$ cat src/rtl/cam_pixel_packer_if.sv
// Camera-side and frame-buffer-side signal bundle for cam_pixel_packer.
// slave: the packer itself. master: whatever drives the camera stream and wr_rdy.
interface cam_pixel_packer_if #(
    parameter int DATA_WIDTH = 32
);
    logic                  vsync;
    logic                  href;
    logic                  pix_vld;
    logic [7:0]            pix_data;
    logic                  wr_rdy;
    logic                  tp_sel;
    logic                  wr_req_l;
    logic [DATA_WIDTH-1:0] wr_data;
    logic                  frame_done;
    logic                  overflow;
    logic                  short_frame;
    logic                  busy;

    modport master (
        output vsync, href, pix_vld, pix_data, wr_rdy, tp_sel,
        input  wr_req_l, wr_data, frame_done, overflow, short_frame, busy
    );

    modport slave (
        input  vsync, href, pix_vld, pix_data, wr_rdy, tp_sel,
        output wr_req_l, wr_data, frame_done, overflow, short_frame, busy
    );
endinterface

$ cat src/rtl/cam_pixel_packer.sv
// Camera byte-stream packer: vsync/href framed bytes are packed four per word,
// buffered in a first-word-fall-through FIFO and handed to the frame buffer
// with an active-low write request. Reports frame completion, overflow and
// short frames.
// Optional build macro TEST_PATTERN_EN: with tp_sel=1 each packed byte is
// replaced by a per-frame byte counter (cleared on the vsync fall).
module cam_pixel_packer #(
    parameter int DATA_WIDTH  = 32,
    parameter int FIFO_DEPTH  = 16,
    parameter int FRAME_WORDS = 230400
) (
    input logic                wr_clk,
    input logic                reset,
    cam_pixel_packer_if.slave  bus
);
    localparam int PTR_W = $clog2(FIFO_DEPTH);
    localparam int CNT_W = PTR_W + 1;
    localparam int WC_W  = $clog2(FRAME_WORDS + 1);

    typedef enum logic [1:0] {WAIT_FRAME, CAPTURE, DRAIN} state_t;

    state_t                state_reg, state_next;
    logic                  vsync_reg, vsync_prev_reg;
    logic [1:0]            byte_idx_reg, byte_idx_next;
    logic [WC_W-1:0]       word_cnt_reg, word_cnt_next;
    logic [23:0]           lanes_reg;
    logic                  push_reg, push_next;
    logic [DATA_WIDTH-1:0] push_word_reg, push_word_next;
    logic                  frame_done_reg, frame_done_next;
    logic                  short_reg, short_next;
    logic                  overflow_reg;

    logic [DATA_WIDTH-1:0] mem [FIFO_DEPTH];
    logic [PTR_W-1:0]      wr_ptr_reg, rd_ptr_reg;
    logic [CNT_W-1:0]      count_reg, count_next;
    logic                  wr_req_l_reg;
    logic [DATA_WIDTH-1:0] wr_data_reg;

    logic                  vsync_fall, vsync_rise, pix_take;
    logic                  fifo_full, fifo_empty, pop, push_ok, drop;
    logic [7:0]            pix_byte;

    assign vsync_fall = vsync_prev_reg & ~vsync_reg;
    assign vsync_rise = ~vsync_prev_reg & vsync_reg;
    assign pix_take   = (state_reg == CAPTURE) && bus.pix_vld && bus.href;

`ifdef TEST_PATTERN_EN
    logic [7:0] tp_cnt_reg;

    // Per-frame byte counter used as the test pattern source
    always_ff @(posedge wr_clk) begin
        if (reset)           tp_cnt_reg <= '0;
        else if (vsync_fall) tp_cnt_reg <= '0;
        else if (pix_take)   tp_cnt_reg <= tp_cnt_reg + 8'd1;
    end

    assign pix_byte = bus.tp_sel ? tp_cnt_reg : bus.pix_data;
`else
    logic unused_tp_sel;
    assign unused_tp_sel = bus.tp_sel;
    assign pix_byte      = bus.pix_data;
`endif

    // vsync synchroniser stage plus previous value for edge detection
    always_ff @(posedge wr_clk) begin
        if (reset) begin
            vsync_reg      <= 1'b0;
            vsync_prev_reg <= 1'b0;
        end else begin
            vsync_reg      <= bus.vsync;
            vsync_prev_reg <= vsync_reg;
        end
    end

    // Lower three byte lanes of the word under assembly; byte 3 goes straight into the push word
    generate
        for (genvar gi = 0; gi < 3; gi++) begin : g_lane
            always_ff @(posedge wr_clk) begin
                if (reset)
                    lanes_reg[gi*8 +: 8] <= 8'h00;
                else if (pix_take && byte_idx_reg == 2'(gi))
                    lanes_reg[gi*8 +: 8] <= pix_byte;
            end
        end
    endgenerate

    // Control state register
    always_ff @(posedge wr_clk) begin
        if (reset) begin
            state_reg      <= WAIT_FRAME;
            byte_idx_reg   <= 2'd0;
            word_cnt_reg   <= '0;
            push_reg       <= 1'b0;
            push_word_reg  <= '0;
            frame_done_reg <= 1'b0;
            short_reg      <= 1'b0;
        end else begin
            state_reg      <= state_next;
            byte_idx_reg   <= byte_idx_next;
            word_cnt_reg   <= word_cnt_next;
            push_reg       <= push_next;
            push_word_reg  <= push_word_next;
            frame_done_reg <= frame_done_next;
            short_reg      <= short_next;
        end
    end

    // Framing FSM: byte packing, frame length tracking and drain hand-off
    always_comb begin
        state_next      = state_reg;
        byte_idx_next   = byte_idx_reg;
        word_cnt_next   = word_cnt_reg;
        push_next       = 1'b0;
        push_word_next  = push_word_reg;
        frame_done_next = 1'b0;
        short_next      = short_reg;
        case (state_reg)
            WAIT_FRAME: begin
                if (vsync_fall) begin
                    byte_idx_next = 2'd0;
                    word_cnt_next = '0;
                    state_next    = CAPTURE;
                end
            end
            CAPTURE: begin
                if (pix_take) begin
                    byte_idx_next = byte_idx_reg + 2'd1;
                    if (byte_idx_reg == 2'd3) begin
                        push_next      = 1'b1;
                        push_word_next = {pix_byte, lanes_reg};
                        word_cnt_next  = word_cnt_reg + 1'b1;
                    end
                end
                if (pix_take && byte_idx_reg == 2'd3 &&
                    word_cnt_reg == WC_W'(FRAME_WORDS - 1)) begin
                    state_next = DRAIN;
                end else if (vsync_rise) begin
                    // Frame ended early: the partial word is simply abandoned
                    short_next    = 1'b1;
                    byte_idx_next = 2'd0;
                    state_next    = DRAIN;
                end
            end
            DRAIN: begin
                // A word may still be in the push stage when DRAIN is entered
                if (fifo_empty && !push_reg) begin
                    frame_done_next = 1'b1;
                    state_next      = WAIT_FRAME;
                end
            end
            default: state_next = WAIT_FRAME;
        endcase
    end

    assign fifo_full  = (count_reg == CNT_W'(FIFO_DEPTH));
    assign fifo_empty = (count_reg == '0);
    assign pop        = bus.wr_rdy && !wr_req_l_reg && !fifo_empty;
    assign push_ok    = push_reg && (!fifo_full || pop);
    assign drop       = push_reg && fifo_full && !pop;

    // FIFO occupancy after this cycle's push/pop
    always_comb begin
        count_next = count_reg;
        if (push_ok && !pop)
            count_next = count_reg + 1'b1;
        else if (!push_ok && pop)
            count_next = count_reg - 1'b1;
    end

    // FIFO storage write port
    always_ff @(posedge wr_clk) begin
        if (push_ok)
            mem[wr_ptr_reg] <= push_word_reg;
    end

    // FIFO pointers, count, registered request and sticky overflow
    always_ff @(posedge wr_clk) begin
        if (reset) begin
            wr_ptr_reg   <= '0;
            rd_ptr_reg   <= '0;
            count_reg    <= '0;
            wr_req_l_reg <= 1'b1;
            overflow_reg <= 1'b0;
        end else begin
            if (push_ok) wr_ptr_reg <= wr_ptr_reg + 1'b1;
            if (pop)     rd_ptr_reg <= rd_ptr_reg + 1'b1;
            count_reg    <= count_next;
            wr_req_l_reg <= (count_next == '0);
            if (drop)    overflow_reg <= 1'b1;
        end
    end

    // Registered head word: bypass the push word when it becomes the new head
    always_ff @(posedge wr_clk) begin
        if (reset) begin
            wr_data_reg <= '0;
        end else if (fifo_empty && push_ok) begin
            wr_data_reg <= push_word_reg;
        end else if (pop) begin
            if (count_reg >= CNT_W'(2))
                wr_data_reg <= mem[rd_ptr_reg + 1'b1];
            else if (push_ok)
                wr_data_reg <= push_word_reg;
        end
    end

    assign bus.wr_req_l    = wr_req_l_reg;
    assign bus.wr_data     = wr_data_reg;
    assign bus.frame_done  = frame_done_reg;
    assign bus.overflow    = overflow_reg;
    assign bus.short_frame = short_reg;
    assign bus.busy        = (state_reg != WAIT_FRAME);
endmodule
$ cat src/flat_wrapper.sv
// flat-port wrapper written by rule: the top's interface ports become plain ports
module cam_pixel_packer_flat 
#(
    parameter int DATA_WIDTH  = 32,
    parameter int FIFO_DEPTH  = 16,
    parameter int FRAME_WORDS = 230400
)
  (wr_clk, reset, bus_vsync, bus_href, bus_pix_vld, bus_pix_data, bus_wr_rdy, bus_tp_sel, bus_wr_req_l, bus_wr_data, bus_frame_done, bus_overflow, bus_short_frame, bus_busy);
  cam_pixel_packer_if #(.DATA_WIDTH(DATA_WIDTH)) bus_i ();
  input logic wr_clk;
  input logic reset;
  input wire logic [$bits(bus_i.vsync)-1:0] bus_vsync;
  input wire logic [$bits(bus_i.href)-1:0] bus_href;
  input wire logic [$bits(bus_i.pix_vld)-1:0] bus_pix_vld;
  input wire logic [$bits(bus_i.pix_data)-1:0] bus_pix_data;
  input wire logic [$bits(bus_i.wr_rdy)-1:0] bus_wr_rdy;
  input wire logic [$bits(bus_i.tp_sel)-1:0] bus_tp_sel;
  output wire logic [$bits(bus_i.wr_req_l)-1:0] bus_wr_req_l;
  output wire logic [$bits(bus_i.wr_data)-1:0] bus_wr_data;
  output wire logic [$bits(bus_i.frame_done)-1:0] bus_frame_done;
  output wire logic [$bits(bus_i.overflow)-1:0] bus_overflow;
  output wire logic [$bits(bus_i.short_frame)-1:0] bus_short_frame;
  output wire logic [$bits(bus_i.busy)-1:0] bus_busy;
  assign bus_i.vsync = bus_vsync;
  assign bus_i.href = bus_href;
  assign bus_i.pix_vld = bus_pix_vld;
  assign bus_i.pix_data = bus_pix_data;
  assign bus_i.wr_rdy = bus_wr_rdy;
  assign bus_i.tp_sel = bus_tp_sel;
  assign bus_wr_req_l = bus_i.wr_req_l;
  assign bus_wr_data = bus_i.wr_data;
  assign bus_frame_done = bus_i.frame_done;
  assign bus_overflow = bus_i.overflow;
  assign bus_short_frame = bus_i.short_frame;
  assign bus_busy = bus_i.busy;
  cam_pixel_packer #(.DATA_WIDTH(DATA_WIDTH), .FIFO_DEPTH(FIFO_DEPTH), .FRAME_WORDS(FRAME_WORDS)) u_core (.wr_clk(wr_clk), .reset(reset), .bus(bus_i));
endmodule
$ cat config.mk
export PLATFORM = sky130hd
export DESIGN_NAME = cam_pixel_packer_flat
export DESIGN_NICKNAME = d
export VERILOG_FILES = /design/src/rtl/cam_pixel_packer_if.sv /design/src/rtl/cam_pixel_packer.sv /design/src/flat_wrapper.sv
export SDC_FILE = /design/constraint.sdc
export NUM_CORES = 1
export LEC_CHECK = 0
export CORE_AREA = 2 2 290 292
export DETAILED_ROUTE_END_ITERATION = 8
export DIE_AREA = 0 0 292 294
export SYNTH_ARGS = -nofsm -noshare
export SYNTH_HDL_FRONTEND = slang
export SYNTH_SLANG_ARGS = --single-unit
$ cat constraint.sdc
create_clock -name wr_clk -period 11.25 [get_ports wr_clk]
set_clock_uncertainty 0.15 [all_clocks]
set_input_delay 3.375 -clock wr_clk [delete_from_list [all_inputs] [get_ports wr_clk]]
set_output_delay 3.375 -clock wr_clk [all_outputs]
set_load 0.01 [all_outputs]
# Word level (Yosys, flattened, before mapping)

Memory sizes are Yosys's and may differ from the RTL's.
Cells that the tools add are included.

Input bits: 15
Output and inout port bits: 37
Flip-flop bits (word level): 130
Memory bits (writable): 512
Memories kept: 1

Muxes and demuxes: 24
Add/subtract/negate cells: 6
Bitwise logic cells: 8
Reduce and logical (&&, ||, !) cells: 39
$lt $le $gt $ge: 1
Equal/unequal tests: 12

Memories:

| memory     | words | width | rd ports | clocked after Yosys merged registers in | wr ports | line                   | text |
|---|---|---|---|---|---|---|---|
| u_core.mem | 16    | 32    | 1        | 0                                       | 1        | cam_pixel_packer.sv:33 | `logic [DATA_WIDTH-1:0] mem [FIFO_DEPTH];` |

Operators with widths:

| kind                                                                                | count |
|---|---|
| 32-bit two-way mux                                                                  | 4 |
| 18-bit two-way mux                                                                  | 3 |
| 18-bit one-hot mux with 2 select lines                                              | 1 |
| 18-bit by 1-bit adder with 18-bit output, second input constant                     | 1 |
| 18-bit == test, second input constant                                               | 1 |
| 1-bit logical AND                                                                   | 16 |
| 2-bit two-way mux                                                                   | 8 |
| 5-bit zero test                                                                     | 2 |
| 5-bit two-way mux                                                                   | 2 |
| 3-bit AND reduction                                                                 | 3 |
| 4-bit by 1-bit adder with 4-bit output, second input constant                       | 2 |
| 2-bit == test, second input constant                                                | 3 |
| 1-bit zero test                                                                     | 6 |
| 2-bit by 1-bit != test with 1-bit output, second input constant                     | 3 |
| 1-bit inverter                                                                      | 6 |
| 2-bit one-hot mux with 3 select lines                                               | 1 |
| 2-bit nonzero test                                                                  | 3 |
| 5-bit by 1-bit adder with 5-bit output, second input constant                       | 1 |
| 5-bit == test, second input constant                                                | 1 |
| 5-bit by 2-bit greater-or-equal comparator with 1-bit output, second input constant | 1 |
| 5-bit by 1-bit subtractor with 5-bit output, second input constant                  | 1 |
| 2-bit by 1-bit == test with 1-bit output, second input constant                     | 2 |
| 2-bit zero test                                                                     | 2 |
| 1-bit two-way mux                                                                   | 4 |
| other kinds (11)                                                                    | 13 |

# Depth between registers and ports, before layout

Gate-level depths: netlist (run 1).

Depth after elaboration: 10
Depth in mapped cells: 8

# Worst setup path before layout (run 1)

No wires, ideal clock.

Path kind: in2reg
Start: in bus_wr_rdy
End: mem u_core.mem[3][0], enable pin
Required time: 10639 ps
Slack: 4148 ps
Stages on the path: 5
Path buffers: 1
Data arrival time: 6491 ps
Path through: nand2b_1 -> buf_1 -> a31oi_1 -> nand2_1 -> nor3_1

Longest elaborated chain between the ends: 6

Ends and longest elaborated chain:

| item                                    | line                    | text |
|---|---|---|
| from (decl)                             | flat_wrapper.sv:16      | `input wire logic [$bits(bus_i.wr_rdy)-1:0] bus_wr_rdy;` |
| 1-bit logical AND (2 in a row)          | cam_pixel_packer.sv:157 | `assign pop = bus.wr_rdy && !wr_req_l_reg && !fifo_empty;` |
| 1-bit logical OR                        | cam_pixel_packer.sv:158 | `assign push_ok = push_reg && (!fifo_full \|\| pop);` |
| 1-bit logical AND                       | cam_pixel_packer.sv:158 |  |
| 1-bit two-way mux                       | cam_pixel_packer.sv:172 | `if (push_ok)` |
| 1-bit two-way mux (not written as such) | cam_pixel_packer.sv:173 | `mem[wr_ptr_reg] <= push_word_reg;` |
| to (decl)                               | cam_pixel_packer.sv:33  |  |

Every way passes these cells.

# Worst setup path after layout (run 1)

Start: in bus_wr_rdy
End: mem u_core.mem[7][30], enable pin

The elaborated chain is that of the path after synthesis.

==> results of run 1 <==
[critical path: stages]
cell	delay, ns
clkdlybuf4s50_1	0.48
nand2b_1	0.20
a31oi_1	0.65
nand2_1	0.43
nor2_4	0.57
buf_4	0.48
[area by class of cell]
class | count | area [um2] | area share (%)
Sequential cell | 642 | 18000 | 63.0
Timing Repair Buffer | 78 | 706 | 2.47
Clock buffer | 96 | 1860 | 6.51
Inverter | 12 | 45.0 | 0.158
Clock inverter | 29 | 287 | 1.00
Multi-Input combinational cell | 641 | 6330 | 22.2
Tap cell | 1080 | 1350 | 4.73
[stage by stage]
step	worst slack, ns	hold WS [ns]	power (uW)	cells	cell area [um2]
after floorplan	4.15	0.282	2680	1377	24500
after global placement	4.57	0.297	2740	2453	26400
after detailed placement	4.50	0.297	2750	2453	26400
after CTS	5.11	0.297	4900	2578	28600
after global routing	4.96	0.322	5000	2578	28600
final	5.13	0.298	4860	2578	28600
[worst paths after layout]
check | start | end | slack [ns] | depth (start not counted)
min reg2reg | u_core.lanes_reg[2] | u_core.push_word_reg[2] | 0.30 | 2
min | u_core.lanes_reg[2] | u_core.push_word_reg[2] | 0.30 | 2
max reg2reg | u_core.rd_ptr_reg[0] | u_core.bus.wr_data[2] | 7.31 | 5
max | bus_wr_rdy | u_core.mem[7][30] | 5.13 | 6
[placed cells by master, fill, tap and decap left out, types with 11 or more instances in the layout]
master,synthesis,final
a21oi_1,67,67
a221oi_1,32,32
buf_4,1,28
clkbuf_1,53,24
clkbuf_16,0,69
clkdlybuf4s50_1,0,49
clkinv_2,0,11
dfxtp_1,130,129
edfxtp_1,512,512
ha_1,14,13
inv_1,12,12
mux2i_1,65,65
mux4_2,128,128
nand2_1,112,112
nand3_1,33,33
nor2_1,52,39
nor2_4,0,13
o221ai_1,32,32
xnor2_1,15,15
[metal layers]
metal | vias to the layer above | wire length [um]
met3 | 80 | 3700
met2 | 388 | 27600
met4 | 0 | 1100
li1 | 5657 | -
met1 | 6823 | 24800
met5 | - | 0
[power breakdown]
| part | total, uW | internal (uW) | switching (uW) |
|---|---|---|---|
| clock network | 2160 | 1250 | 906 |
| logic | 135 | 62.1 | 72.6 |
| registers | 2560 | 2540 | 16.6 |
| total | 4860 | 3860 | 996 |
[cells by family after synthesis]
kind of cell / share of synthesized area [%]
AO/OA/AOI/OAI: 4.36
XOR/XNOR: 0.887
adder cells (fa/ha/maj): 0.714
buffers and inverters: 1.56
flip-flops: 73.2
multiplexers: 14.4
AND/OR/NAND/NOR: 4.80
==> results_dict.tcl, run 1 <==
set metrics [dict create \
    worst-setup-path-type "input pin to flop" \
    synth_nets 1406 \
    globalplace.congestion 0.761 \
    ys_top_cells_by_count "edfxtp_1 (512), dfxtp_1 (130), mux4_2 (128), nand2_1 (112), a21oi_1 (67)" \
    rows 106 \
    synth_edf_count 512 \
    async_flop_share_pct 0 \
    worstPathArrival_ns 6.21 \
    synthFlopType "edfxtp_1" \
    synth.cell_area_um2 24500 \
    fin_crit_ns 6.12 \
    avgViaCountPerCell 5.02 \
    clkTransAtPathRegs_ns 0.06 \
    cts_hold_buf 0 \
    overflow 0 \
    critPathRequiredTime_ns 11.34 \
    max_slew_margin_pct 17.0 \
    grt.total_usage_pct 13.2 \
    htree_levels 3 \
    die_h_um 294 \
    path_max_fanout 20 \
    antenna_found_initial 0 \
    wirelength_um 57200 \
    yosysTopAreaCellShare_pct 62.6 \
    grt_pass1_vias 13375 \
    start_util_pct 29.6 \
    grt_setup_unrepaired "no" \
    num_antenna_cells 0 \
    fp.coreArea_um2 82900 \
    fin_crit_sh_pct 54.4 \
    wire_per_inst_um 22.2 \
    setup_tns_ns 0 \
    hpwl_um 29600 \
    drc 0 \
    drv_slew 0 \
    startpoint_type "input pin" \
    ant_nets 0 \
    p_leak_uw 0.00964 \
    avgSynthCellArea_um2 17.8 \
    drtPass1Iterations 5 \
    yosysSeqAreaShare_pct 73.2 \
    die_w_um 292 \
    drive_gt1_share_pct 18.9 \
    yosysTopAreaCell "edfxtp_1" \
    end_kind "flop" \
    clock_latency_ns 0.60 \
    io_pins 52 \
    port_buffers 50 \
    post_cts_buffers 0 \
    tritoncts "yes" \
    hold_path_class "flop to flop" \
    syn2layout_area_growth_pct 16.3 \
    grt_busiest_layer "met2" \
    ys.warnings.count 0 \
    power_density_nw_per_um2 170 \
    cts.repair.resized 0 \
    timing.final.hold_violations 0 \
    drt_iter0_drc 1154 \
    synth_cell_type_count 55 \
    status "finished, final reports clean" \
    met2_usage_pct 21.8 \
    worstMarginPinSlew_ns 1.24 \
    n_fill_cell 7695 \
    numCtsBuffers 68 \
    cts.path.max_buffers 3 \
    grt_max_degree 84 \
    synth_most_common_cell "edfxtp_1" \
    use_met3_pct 2.81 \
    synth.ff_latch_count 642 \
    setup_viol 0 \
    maxCapViolCount 0 \
    fin_nets 1472 \
    yosys-top-cells-area "edfxtp_1 (63%), mux4_2 (12%), dfxtp_1 (11%)" \
    grt_pass1_wl_um 84900 \
    fmax_ghz 0.163 \
    dieArea_um2 85800 \
    netlist_instances 1377 \
    use_met1_pct 17.8 \
    vias 12948 \
    peakVddDrop_v 0.0000968 \
    cts_num_sinks 642 \
    largest_reg_flops 512 \
    fin_util_pct 34.5 \
    cts-root-buf "clkbuf_16" \
]
Power figures use the tool's default switching activity.
==> run 2: changes to the inputs <==
- clock period: 11.25 -> 5.5 ns (I/O delays scaled with it)
==> results_dict.tcl, run 2 (same netlist as run 1, synthesis figures left out) <==
set metrics [dict create \
    status "finished, final reports clean" \
    final_cell_mix "edfxtp_1 (512), dfxtp_1 (129), mux4_2 (128)" \
    use_met3_pct 2.15 \
    drtPass1Iterations 5 \
    grt_max_degree 83 \
    grt_pass1_vias 13316 \
    post_cts_buffers 0 \
    fin_crit_ns 3.90 \
    cts.repair.resized 0 \
    grt_pass1_wl_um 83100 \
    setup_tns_ns 0 \
    layout_commonest_cell "edfxtp_1" \
    use_met1_pct 17.4 \
    clkTransAtPathRegs_ns 0.06 \
    io_pins 52 \
    crit_start "bus_wr_rdy" \
    power_density_nw_per_um2 346 \
    p_int_uw 7950 \
    clockPowerShare_pct 44.7 \
    die_w_um 292 \
    fin_nets 1475 \
    timing.final.hold_violations 0 \
    met2_usage_pct 21.1 \
    drc 0 \
    globalplace.congestion 0.726 \
    cts.path.max_buffers 3 \
    holdPathStages 2 \
    dieArea_um2 85800 \
    power_uw 9960 \
    critPathRequiredTime_ns 5.77 \
    grt_busiest_layer "met2" \
    ant_nets 0 \
    min_to "u_core.lanes_reg[5]" \
    port_buffers 50 \
    cts_hold_buf 0 \
    r2r-start "u_core.rd_ptr_reg[0]" \
    hpwl_um 30800 \
    min-delay-start "u_core.lanes_reg[5]" \
    antenna_found_initial 0 \
    peakVddDrop_v 0.000194 \
    maxCapViolCount 0 \
    fp.coreArea_um2 82900 \
    numCtsBuffers 66 \
    max_slew_margin_pct 26.3 \
    seqCellArea_um2 18000 \
    vias 12827 \
    drive_gt1_share_pct 19.3 \
    reg2reg_to "u_core.bus.wr_data[21]" \
    p_leak_uw 0.00968 \
    worstPathArrival_ns 4.17 \
    worstMarginPinSlew_ns 1.11 \
    switching_power_uw 2010 \
    rows 106 \
    startpoint_type "input pin" \
    drt_iter0_drc 1300 \
    cts-root-buf "clkbuf_16" \
    cts_num_sinks 642 \
    fmax_ghz 0.256 \
    multi_input_comb_area_um2 6330 \
    wire_per_inst_um 21.3 \
    wirelength_um 54900 \
    pwr-share-seq_pct 52.6 \
    setup_viol 0 \
    r2r_slack_ns 2.24 \
    largest_reg_flops 512 \
    comb_power_share_pct 2.7 \
    worst-setup-path-type "input pin to flop" \
    fin_crit_sh_pct 71.0 \
    num_antenna_cells 0 \
    end_kind "flop" \
    syn2layout_area_growth_pct 17.4 \
    htree_levels 3 \
    r2r.worst_path.cells 5 \
    start_util_pct 29.6 \
    tritoncts "yes" \
    clock_latency_ns 0.60 \
    p_sw_share_pct 20.2 \
    drv_slew 0 \
    avgViaCountPerCell 4.97 \
    die_h_um 294 \
    grt_setup_unrepaired "no" \
    n_fill_cell 7644 \
    grt.total_usage_pct 12.9 \
    overflow 0 \
    hold_path_class "flop to flop" \
    path_max_fanout 21 \
]
## run 2: changes by cell type in the layout (fill, tap and decap cells not counted), sizes merged
cell,before,now
clkbuf,96,93
buf,29,34
clkinv,18,17
bufinv,4,5
inv,16,17
clkinvlp,3,2
## run 2: final cells by class
class	count	area share [%]
Multi-Input combinational cell	641	22.0
Clock buffer	93	6.47
Clock inverter	29	1.07
Tap cell	1080	4.69
Inverter	12	0.156
Timing Repair Buffer	83	3.27
Sequential cell	642	62.4
## run 2: worst max path at each step
stage	end	slack, ns	depth (start not counted)
after floorplan	u_core.mem[3][0]	0.12	5
after global placement	u_core.bus.wr_data[13]	1.04	7
after detailed placement	u_core.bus.wr_data[25]	1.02	7
after CTS	u_core.bus.wr_data[25]	1.65	7
after global routing	u_core.bus.wr_data[15]	1.50	7
final	u_core.bus.wr_data[15]	1.60	7
## run 2: stage by stage
stage	util (%)	instances	setup WS (ns)	hold slack, ns	cell area, um2
after global routing	34.8	2580	1.50	0.322	28800
after detailed placement	32.2	2458	1.02	0.297	26700
after CTS	34.8	2580	1.65	0.307	28800
after floorplan	-	1377	0.123	0.282	24500
after global placement	32.2	2458	1.04	0.295	26700
final	34.8	2580	1.60	0.307	28800
## run 2: power groups by stage
stage | Combinational, uW | Clock [uW] | Sequential [uW]
floorplan | 144 | 0 | 5340
global placement | 268 | 0 | 5340
CTS | 274 | 4550 | 5240
global route | 296 | 4740 | 5240
detailed placement | 272 | 0 | 5340
finish | 269 | 4450 | 5240
## run 2: critical path, cell delays in order
cell	delay, ns
clkdlybuf4s50_1	0.47
nor2b_1	0.34
a21oi_1	0.10
nand3b_1	0.72
buf_4	0.53
o221ai_1	0.26
a221oi_1	0.09
## run 2: metal layers
metal / vias to the layer above / routed length (um)
li1: 5661 / -
met1: 6718 / 24300
met2: 365 / 26400
met3: 83 / 3100
met4: 0 / 1160
met5: - / 0
